--- config.mk ---
export PLATFORM = sky130hd
export DESIGN_NAME = multi_cycle_ctrl
export DESIGN_NICKNAME = d
export VERILOG_FILES = /design/src/rtl/cpu_ctrl_pkg.sv /design/src/rtl/multi_cycle_ctrl_alu_op_decode.sv /design/src/rtl/multi_cycle_ctrl.sv
export SDC_FILE = /design/constraint.sdc
export NUM_CORES = 1
export LEC_CHECK = 0
export ABC_CLOCK_PERIOD_IN_PS = 3250
export BUFFER_PORTS_ARGS = -buffer_cell sky130_fd_sc_hd__buf_2
export CORE_AREA = 2 2 71 73
export CTS_CLUSTER_DIAMETER = 40
export DETAILED_ROUTE_END_ITERATION = 10
export DIE_AREA = 0 0 73 75
export PLACE_DENSITY_LB_ADDON = 0.12
export SYNTH_ARGS = -nofsm -noshare
export SYNTH_HDL_FRONTEND = slang
export SYNTH_SLANG_ARGS = --single-unit
export TNS_END_PERCENT = 100
--- constraint.sdc ---
create_clock -name clk -period 3.25 [get_ports clk]
set_input_delay 0.1625 -clock clk [delete_from_list [all_inputs] [get_ports clk]]
set_output_delay 0.1625 -clock clk [all_outputs]
set_load 0.01 [all_outputs]
--- src/rtl/cpu_ctrl_pkg.sv ---
// Shared types and encodings for the multi-cycle CPU controller.
package cpu_ctrl_pkg;

  localparam int unsigned WAIT_W    = 8;
  localparam int unsigned RETIRED_W = 32;

  typedef enum logic [2:0] {
    S_FETCH  = 3'd0,
    S_DECODE = 3'd1,
    S_EXEC   = 3'd2,
    S_MEM    = 3'd3,
    S_WB     = 3'd4,
    S_BRANCH = 3'd5,
    S_JUMP   = 3'd6,
    S_TRAP   = 3'd7
  } state_t;

  localparam logic [5:0] OP_RTYPE = 6'b000000;
  localparam logic [5:0] OP_J     = 6'b000010;
  localparam logic [5:0] OP_BEQ   = 6'b000100;
  localparam logic [5:0] OP_ADDI  = 6'b001000;
  localparam logic [5:0] OP_ADDIU = 6'b001001;
  localparam logic [5:0] OP_LW    = 6'b100011;
  localparam logic [5:0] OP_SW    = 6'b101011;

  // Legal R-type functs are 1000xx; the low two bits select the ALU op.
  localparam logic [3:0] FUNCT_ALU_HI = 4'b1000;

  localparam logic [5:0] ALU_ADD   = 6'b100000;
  localparam logic [5:0] ALU_ADDU  = 6'b100001;
  localparam logic [5:0] ALU_SUB   = 6'b100010;
  localparam logic [5:0] ALU_SUBU  = 6'b100011;
  localparam logic [5:0] ALU_LOAD  = 6'b001110;
  localparam logic [5:0] ALU_STORE = 6'b011110;
  localparam logic [5:0] ALU_BEQ   = 6'b000000;

endpackage

--- src/rtl/multi_cycle_ctrl_alu_op_decode.sv ---
// Combinational ALU operation decode and illegal-encoding detection.
module alu_op_decode
  import cpu_ctrl_pkg::*;
(
  input  state_t     state,
  input  logic [5:0] opcode,
  input  logic [5:0] funct,
  output logic [5:0] alu_control,
  output logic       illegal
);

  always_comb begin
    illegal = 1'b0;
    unique case (opcode)
      OP_RTYPE: illegal = (funct[5:2] != FUNCT_ALU_HI);
      OP_J, OP_BEQ, OP_ADDI, OP_ADDIU, OP_LW, OP_SW: illegal = 1'b0;
      default:  illegal = 1'b1;
    endcase
  end

  always_comb begin
    alu_control = 6'b000000;
    case (state)
      S_FETCH, S_DECODE: alu_control = ALU_ADDU;
      S_EXEC: begin
        case (opcode)
          OP_RTYPE: alu_control = {1'b1, 3'b000, funct[1:0]};
          OP_ADDI:  alu_control = ALU_ADD;
          OP_ADDIU: alu_control = ALU_ADDU;
          OP_LW:    alu_control = ALU_LOAD;
          OP_SW:    alu_control = ALU_STORE;
          default:  alu_control = 6'b000000;
        endcase
      end
      S_BRANCH: alu_control = ALU_BEQ;
      default:  alu_control = 6'b000000;
    endcase
  end

endmodule

--- src/rtl/multi_cycle_ctrl.sv ---
// Multi-cycle CPU control FSM with memory-wait timeout and retired counter.
// Optional macro ILLEGAL_TRAP_EN: illegal encodings trap and set sticky illegalOp.
module multi_cycle_ctrl
  import cpu_ctrl_pkg::*;
#(
  parameter int unsigned MEM_TIMEOUT = 255
) (
  input  logic                 clk,
  input  logic                 reset,
  input  logic [5:0]           opcode,
  input  logic [5:0]           funct,
  input  logic                 isZero,
  input  logic                 memReady,
  output logic                 pcWrite,
  output logic                 pcWriteCond,
  output logic                 irWrite,
  output logic                 memRead,
  output logic                 memWrite,
  output logic                 iOrD,
  output logic                 regWrite,
  output logic                 regDst,
  output logic                 memToReg,
  output logic                 aluSrcA,
  output logic [1:0]           aluSrcB,
  output logic [1:0]           pcSource,
  output logic [5:0]           aluControl,
  output logic [2:0]           state,
  output logic                 memFault,
`ifdef ILLEGAL_TRAP_EN
  output logic                 illegalOp,
`endif
  output logic [RETIRED_W-1:0] retired
);

  state_t            state_q, state_d;
  logic [WAIT_W-1:0] wait_q;
  logic              wait_inc;
  logic              wait_expired;
  logic              fault_set;
  logic              retire;
  logic              illegal;
  logic              is_lw, is_sw, is_rtype;
`ifdef ILLEGAL_TRAP_EN
  logic              illegal_set;
`endif

  alu_op_decode u_alu_op_decode (
    .state       (state_q),
    .opcode      (opcode),
    .funct       (funct),
    .alu_control (aluControl),
    .illegal     (illegal)
  );

  assign is_lw        = (opcode == OP_LW);
  assign is_sw        = (opcode == OP_SW);
  assign is_rtype     = (opcode == OP_RTYPE);
  assign wait_expired = (wait_q == WAIT_W'(MEM_TIMEOUT - 1));
  assign state        = state_q;

  always_ff @(posedge clk) begin
    if (reset) begin
      state_q  <= S_FETCH;
      wait_q   <= '0;
      memFault <= 1'b0;
      retired  <= '0;
`ifdef ILLEGAL_TRAP_EN
      illegalOp <= 1'b0;
`endif
    end else begin
      state_q <= state_d;
      // Counter restarts on every state entry.
      if (state_d != state_q) wait_q <= '0;
      else if (wait_inc)      wait_q <= wait_q + WAIT_W'(1);
      if (fault_set) memFault <= 1'b1;
      if (retire)    retired  <= retired + RETIRED_W'(1);
`ifdef ILLEGAL_TRAP_EN
      if (illegal_set) illegalOp <= 1'b1;
`endif
    end
  end

  always_comb begin
    state_d     = state_q;
    wait_inc    = 1'b0;
    fault_set   = 1'b0;
    retire      = 1'b0;
`ifdef ILLEGAL_TRAP_EN
    illegal_set = 1'b0;
`endif
    pcWrite     = 1'b0;
    pcWriteCond = 1'b0;
    irWrite     = 1'b0;
    memRead     = 1'b0;
    memWrite    = 1'b0;
    iOrD        = 1'b0;
    regWrite    = 1'b0;
    regDst      = 1'b0;
    memToReg    = 1'b0;
    aluSrcA     = 1'b0;
    aluSrcB     = 2'd0;
    pcSource    = 2'd0;

    case (state_q)
      S_FETCH: begin
        memRead = 1'b1;
        irWrite = memReady;
        pcWrite = memReady;
        aluSrcB = 2'd1;
        // memReady wins over an expiring wait on the same cycle.
        if (memReady)          state_d = S_DECODE;
        else if (wait_expired) begin
          state_d   = S_TRAP;
          fault_set = 1'b1;
        end else               wait_inc = 1'b1;
      end
      S_DECODE: begin
        aluSrcB = 2'd3;
        if (illegal) begin
`ifdef ILLEGAL_TRAP_EN
          state_d     = S_TRAP;
          illegal_set = 1'b1;
`else
          state_d     = S_FETCH;
`endif
        end
        else if (opcode == OP_BEQ) state_d = S_BRANCH;
        else if (opcode == OP_J)   state_d = S_JUMP;
        else                       state_d = S_EXEC;
      end
      S_EXEC: begin
        aluSrcA = 1'b1;
        aluSrcB = is_rtype ? 2'd0 : 2'd2;
        state_d = (is_lw || is_sw) ? S_MEM : S_WB;
      end
      S_MEM: begin
        iOrD     = 1'b1;
        memRead  = is_lw;
        memWrite = is_sw;
        if (memReady) begin
          if (is_lw) state_d = S_WB;
          else begin
            state_d = S_FETCH;
            retire  = 1'b1;
          end
        end else if (wait_expired) begin
          state_d   = S_TRAP;
          fault_set = 1'b1;
        end else wait_inc = 1'b1;
      end
      S_WB: begin
        regWrite = 1'b1;
        regDst   = is_rtype;
        memToReg = is_lw;
        state_d  = S_FETCH;
        retire   = 1'b1;
      end
      S_BRANCH: begin
        aluSrcA     = 1'b1;
        pcWriteCond = 1'b1;
        pcSource    = 2'd1;
        pcWrite     = isZero;
        state_d     = S_FETCH;
        retire      = 1'b1;
      end
      S_JUMP: begin
        pcWrite  = 1'b1;
        pcSource = 2'd2;
        state_d  = S_FETCH;
        retire   = 1'b1;
      end
      default: state_d = S_TRAP;
    endcase
  end

endmodule

==> impl_results.md, run 1 <==
- DRC viols: 0
- Worst Path Max Fanout: 19
- Share of layout cells above drive strength 1: 23.6%
- Setup CP Type: register to register
- Die Wd: 73 um
- HPWL after DPL: 4.13 mm
- Actual slew at the worst max-slew pin: 0.819 ns
- First-pass GRT wire length: 9.49 mm
- Row Count: 25
- Post-route antenna net violation count: 0
- Io pins: 72
- Final core occ: 64.1%
- Final GP Congestion: 0.855
- Setup_tns: 0 ns
- All-Layer GR Usage: 21.9%
- Status: complete, no violations
- Vias in the first global route: 2060
- CTS tree: done
- Initial antenna violation count: 0
- Core Region: 4660 um2
- Post-synth ARST share: 0%
- Area share of the largest cell type after synthesis: 34.4%
- #FFs+latches synth: 44
- Setup violators final: 0
- Ranking of synthesized cells by area: dfxtp_1, nor2_1, xnor2_1, nand2_1, nor3_1
- Initial Util: 54.9%
- Setup bufs post-CTS: 0
- Met3 usage: 5.22%
- Final hold viol count: 0
- Post_cts resized: 0
- Synth cell types: 48
- Sequential Area: 881 um2
- Fin nets: 416
- F_max: 0.401 GHz
- Routed WL per cell: 13.1 um
- Global route total overflow: 0
- Worst Clk Skew: 0.00912 ns
- Hold_buf cts: 0
- Commonest non-fill, non-tap cell in the layout: buf_2
- Maxcap violations: 0
- Routed WL: 5.90 mm
- Ant diodes: 0
- CP required: 3.42 ns
- TritonCTS buffer count: 5
- 1st-iter DRT viols: 119
- CP max-delay cell: dfxtp_1
- Sink Count: 44
- Met2 Usage GRT: 35.2%
- Area grow syn2layout: 16.9%
- Critical Path, Cell by Cell: nand4b_1 -> a21oi_2 -> o2111ai_2 -> nor4_1 -> xnor2_1 -> nor2_1
- Peak supply drop: 0.489 mV
- Synthesized area: 2560 um2
- GRT Max-Usage Layer: met2
- Fill cells: 447
- Crit. End Element: register
- Area leader, netlist: dfxtp_1
- Buffers added on ports: 71
- Die height: 75 um
- Register area share after synthesis: 34.4%
- Top FF cell, synth: dfxtp_1
- Mapped Nets: 354
- Most frequent cells in the layout: buf_2, nor2_1, dfxtp_1
- Met1 Use GR: 29.7%
- Power per standard cell area: 359 nW/um2
- Deepest clock path buffer count: 2
- Vias per cell: 5.46
- Worst setup SP type: register
- Syn Inst Count: 335
- Via count: 2469
- Reg clk slew, reported paths: 0.08 ns
- Final worst-path cycle share: 76.8%
- Min Tclk post-route: 2.50 ns
- Drt first pass iters: 4
- Clk Latency, worst-skew pair: 0.30 ns
- Root cell of the clock tree: clkbuf_8
- Slowest stage delay, CP: 0.75 ns
- Lkg Pwr: 1.19 nW
- Final Max Tran Viols: 0
- RSZ-0062 raised after global routing: no
- Arrival time worst endpoint: 2.66 ns
- Worst min-delay path category: input port to register
- Largest net degree at the start of global routing: 38
- EDFF count, synth: 0
- Die ar.: 5480 um2
- Slew margin rel.: 45.4%
- Area taken by multi-input logic gates: 1490 um2
- H-Tree Depth: 2
- Synth Warn #: 0
- Mean post-synth cell area: 7.63 um2
synthesized netlist by cell type, drive strengths merged, types with 2 or more instances:
library cell	number
nor2	63
dfxtp	44
nand2	33
xnor2	26
nor3	25
a21oi	19
nand3	19
inv	17
buf	9
clkbuf	8
o21ai	8
a31oi	7
nand4	7
nor4	5
or3	5
and3	4
a211oi	3
and4	3
ha	3
nor2b	3
xor2	3
a211o	2
nand2b	2
nor3b	2
nor4b	2
o2111ai	2
per-stage QoR:
| step | cells | hold slack (ns) | worst slack, ns | power [mW] | area [um2] |
|---|---|---|---|---|---|
| 2_1_floorplan | 335 | 0.353 | 1.36 | 0.620 | 2560 |
| 3_3_place_gp | 444 | 0.451 | 0.871 | 0.641 | 2870 |
| 3_5_place_dp | 444 | 0.459 | 0.791 | 0.642 | 2870 |
| 4_1_cts | 452 | 0.262 | 0.759 | 1.09 | 2990 |
| 5_1_grt | 452 | 0.279 | 0.581 | 1.11 | 2990 |
| 6_report | 452 | 0.282 | 0.755 | 1.07 | 2990 |
path summary, 6_finish.rpt:
check	startpoint	to	slack [ns]	cells past startpoint
worst max-delay path	state[1]	retired[13]	0.75	6
worst min-delay path	opcode[2]	state[0]	0.28	3
worst max register to register	state[1]	retired[13]	0.75	6
worst min register to register	memFault	memFault	0.47	2
registers in the layout, indices dropped and copies added (netlist names):
| register | count |
|---|---|
| retired | 32 |
| wait_q | 8 |
| state | 3 |
| memFault | 1 |
layer usage:
metal | vias up | wire length, um
li1 | 1269 | -
met1 | 1131 | 2870
met2 | 64 | 2700
met3 | 5 | 280
met4 | 0 | 47
met5 | - | 0
final cells by class:
cell class | count | area share, %
multi-input combinational | 257 | 49.9
clock buffer | 6 | 2.76
timing repair buffer | 72 | 12.1
tap | 54 | 2.26
inverter | 17 | 2.13
clock inverter | 2 | 1.30
sequential | 44 | 29.5
critical path, delay by kind of cell, from the launching register on:
family | cells | cell delay [ns]
compound gates | 2 | 0.71
simple gates | 3 | 0.73
flops | 1 | 0.75
xor+xnor | 1 | 0.16
cell families after synthesis:
logic type / synth area share, %
adders and majority gates: 1.47
and+or+nand+nor: 34.3
AOI/OAI and AO/OA: 12.6
DFF: 34.4
buffers and inverters: 7.19
xor gates and xnor gates: 9.93
power breakdown:
| part | switching (mW) | total, mW | internal, mW | leakage [nW] |
|---|---|---|---|---|
| combinational | 0.0512 | 0.0827 | 0.0314 | 0.772 |
| clock | 0.192 | 0.443 | 0.251 | 0.0614 |
| sequential | 0.00642 | 0.548 | 0.541 | 0.355 |
No activity file was read; power rests on OpenSTA's default activity.
==> run 2, diff against run 1 <==
- ABC_AREA: default -> 1
- ABC_CLOCK_PERIOD_IN_PS: 3250 -> 2000
- CORE_AREA: 2 2 71 73 -> 2 2 82 84
- DIE_AREA: 0 0 73 75 -> 0 0 84 86
- clock period: 3.25 -> 2 ns (I/O delays scaled with it)
==> run 2 against run 1 <==
Combinational power increased by 130%. Register-to-register slack got worse by 0.51 ns. Largest power group unchanged. Clock power increased by 53%. First-iteration DRC count increased by 25%. Hold slack got worse by 0.23 ns. Sequential share of layout area decreased by 5.2 points. Highest routed layer unchanged. Clock skew increased by 0.0014 ns. Critical path type unchanged. Count of clock-buffer cells in the layout unchanged. Critical endpoint is now wait_q[2].
==> impl_results.md, run 2 <==
- Status: complete, no violations (unchanged)
- Die Wd: 84 um (was 73 um)
- Synth Warn #: 0 (unchanged)
- Setup CP Type: register to register (unchanged)
- TritonCTS buffer count: 5 (unchanged)
- Setup_tns: 0 ns (unchanged)
- Clk Latency, worst-skew pair: 0.29 ns (was 0.30 ns)
- Drt first pass iters: 5 (was 4)
- Area taken by multi-input logic gates: 1850 um2 (was 1490 um2)
- Mean post-synth cell area: 6.30 um2 (was 7.63 um2)
- Sequential Area: 881 um2 (unchanged)
- Hold_buf cts: 0 (unchanged)
- CP dominant cell by count: nand2_2
- Commonest non-fill, non-tap cell in the layout: nand2_1 (was buf_2)
- Worst setup SP type: register (unchanged)
- R2R depth: 11 (was 6)
- Total stage count of the critical path: 11 (was 6)
- Slew margin rel.: 71.8% (was 45.4%)
- Worst min-delay path category: input port to register (unchanged)
- Worst Path Max Fanout: 8 (was 19)
- Post-route antenna net violation count: 0 (unchanged)
- Lkg Pwr: 1.60 nW (was 1.19 nW)
- Hold slack: 0.0513 ns (was 0.282 ns)
- Reg clk slew, reported paths: 0.09 ns (was 0.08 ns)
- Initial Util: 48.6% (was 54.9%)
- Area share of the largest cell type after synthesis: 28.9% (was 34.4%)
- Worst Clk Skew: 0.0105 ns (was 0.00912 ns)
- Die height: 86 um (was 75 um)
- Routed WL per cell: 12.3 um (was 13.1 um)
- Core Region: 6280 um2 (was 4660 um2)
- Final Max Tran Viols: 0 (unchanged)
- Final GP Congestion: 0.935 (was 0.855)
- Critical Path, Cell by Cell: inv_2 -> nand3_1 -> buf_4 -> nand2_2 -> nand2_2 -> nand2_1 -> nand2_2 -> nand3_2 -> nand2_2 -> nand3_4 -> nor3_2 (was nand4b_1 -> a21oi_2 -> o2111ai_2 -> nor4_1 -> xnor2_1 -> nor2_1)
- H-Tree Depth: 2 (unchanged)
- Most frequent cell after synthesis: nand2_1 (was nor2_1)
- Syn Inst Count: 484 (was 335)
- Arrival time worst endpoint: 1.98 ns (was 2.66 ns)
- Vias per cell: 5.14 (was 5.46)
- Actual slew at the worst max-slew pin: 0.422 ns (was 0.819 ns)
- Ranking of synthesized cells by area: dfxtp_1, nand2_1, inv_1, nor2_1, nand3_1 (was dfxtp_1, nor2_1, xnor2_1, nand2_1, nor3_1)
- Max FFs per register: 32 (unchanged)
- 1st-iter DRT viols: 149 (was 119)
- Final hold viol count: 0 (unchanged)
- All-Layer GR Usage: 22.1% (was 21.9%)
- Cells on Worst Hold Path: 2 (was 3)
- Sink Count: 44 (unchanged)
- Via count: 3274 (was 2469)
- Root cell of the clock tree: clkbuf_8 (unchanged)
- Setup violators final: 0 (unchanged)
- Ant diodes: 0 (unchanged)
- F_max: 0.570 GHz (was 0.401 GHz)
- First-pass GRT wire length: 13.3 mm (was 9.49 mm)
- EDFF count, synth: 0 (unchanged)
- Mapped Nets: 503 (was 354)
- Power per standard cell area: 484 nW/um2 (was 359 nW/um2)
- Top FF cell, synth: dfxtp_1 (unchanged)
- WP buf/inv: 2 (was 0)
- Routed WL: 7.85 mm (was 5.90 mm)
- Crit. End Element: register (unchanged)
- Area grow syn2layout: 18.9% (was 16.9%)
- Most frequent cells after synthesis: nand2_1, inv_1, nor2_1 (was nor2_1, dfxtp_1, nand2_1)
- Fill cells: 665 (was 447)
- Min Tclk post-route: 1.76 ns (was 2.50 ns)
- RSZ-0062 raised after global routing: no (unchanged)
- Clock Power Share: 38.5% (was 41.3%)
- Post-synth ARST share: 0% (unchanged)
- CTS tree: done (unchanged)
- Internal Power: 1.31 mW (was 0.824 mW)
- Most frequent cells in the layout: nand2_1, buf_2, inv_1 (was buf_2, nor2_1, dfxtp_1)
- Fin nets: 578 (was 416)
- Global route total overflow: 0 (unchanged)
- Row Count: 29 (was 25)
- Biggest register: retired (unchanged)
- Vias in the first global route: 2924 (was 2060)
- Synthesized area: 3050 um2 (was 2560 um2)
- Slowest stage delay, CP: 0.49 ns (was 0.75 ns)
- Peak supply drop: 0.323 mV (was 0.489 mV)
- Sequential share of power: 50.7% (was 51.0%)
- Buffers added on ports: 71 (unchanged)
- Final worst-path cycle share: 87.8% (was 76.8%)
- CP max-delay cell: dfxtp_1 (unchanged)
- Die ar.: 7220 um2 (was 5480 um2)
- HPWL after DPL: 6.22 mm (was 4.13 mm)
- Area leader, netlist: dfxtp_1 (unchanged)
- NetSw: 0.441 mW (was 0.250 mW)
- Comb pwr share: 10.8% (was 7.7%)
- Maxcap violations: 0 (unchanged)
- Deepest clock path buffer count: 2 (unchanged)
- #FFs+latches synth: 44 (unchanged)
- Worst setup margin: 0.244 ns (was 0.755 ns)
- Register area share after synthesis: 28.9% (was 34.4%)
- Place WS: 0.00381 ns (was 0.791 ns)
- CP top delay family: simple AND/OR/NAND/NOR gates (was flip-flops)
- Share of layout cells above drive strength 1: 22.7% (was 23.6%)
- CP required: 2.23 ns (was 3.42 ns)
- Sw frac: 25.2% (was 23.3%)
- Initial antenna violation count: 0 (unchanged)
- Largest net degree at the start of global routing: 22 (was 38)
- Io pins: 72 (unchanged)
- Synth cell types: 36 (was 48)
- DRC viols: 0 (unchanged)
## run 2: changes by cell type after synthesis, sizes merged, moves of 5 or more
cell	previous run	this run
nand2	33	135
inv	17	70
nand3	19	37
xnor2	26	8
a21oi	19	30
o21ai	8	16
a31oi	7	0
nand4	7	13
xor2	3	9
nor3	25	30
or3	5	0
## run 2: what timing repair did
action	in CTS	in global routing
setup endpoints to repair	0	26
resized for setup	0	5
buffers inserted	0	3
## run 2: cell type report
| type | count | share of cell area (%) |
|---|---|---|
| clock buffer | 6 | 2.00 |
| clock inverter | 2 | 0.967 |
| inverter | 70 | 7.25 |
| multi-input combinational | 357 | 50.9 |
| sequential | 44 | 24.3 |
| tap | 77 | 2.66 |
| timing repair buffer | 81 | 11.9 |
## run 2: cell families after synthesis
group | after synthesis | synth area share [%]
DFF | 44 | 28.9
adders and majority gates | 3 | 1.23
buffers and inverters | 83 | 11.3
xor gates and xnor gates | 17 | 4.89
AOI/OAI and AO/OA | 52 | 9.73
and+or+nand+nor | 285 | 44.0
## run 2: metal layers
layer | vias to the layer above | part of all wire (%) | track usage (%)
li1 | 1692 | - | -
met1 | 1497 | 50 | 31.2
met2 | 80 | 44 | 35.9
met3 | 5 | 5.2 | 3.56
met4 | 0 | 0.69 | 4.11
met5 | - | 0 | 0
## run 2: power groups by stage
stage          Clock [mW]  Combinational, mW  Sequential, mW
3_3_place_gp            0              0.186           0.910
3_5_place_dp            0              0.188           0.911
4_1_cts             0.701              0.189           0.890
6_report            0.676              0.189           0.890
5_1_grt             0.737              0.213           0.892
2_1_floorplan           0              0.134           0.909
## run 2: final timing paths
| check | from | end | slack (ns) |
|---|---|---|---|
| worst min-delay path | reset | memFault | 0.05 |
| worst max-delay path | state[2] | wait_q[2] | 0.24 |
| worst max register to register | state[2] | wait_q[2] | 0.24 |
| worst min register to register | retired[15] | retired[15] | 0.47 |
## run 2: per-stage QoR
| step | util (%) | cell area, um2 | instances | power (mW) |
|---|---|---|---|---|
| detailed placement | 55.3 | 3470 | 626 | 1.10 |
| global route | 57.7 | 3620 | 637 | 1.84 |
| CTS | 57.0 | 3580 | 634 | 1.78 |
| floorplan | - | 3050 | 484 | 1.04 |
| global placement | 55.3 | 3470 | 626 | 1.10 |
| finish | 57.7 | 3620 | 637 | 1.75 |
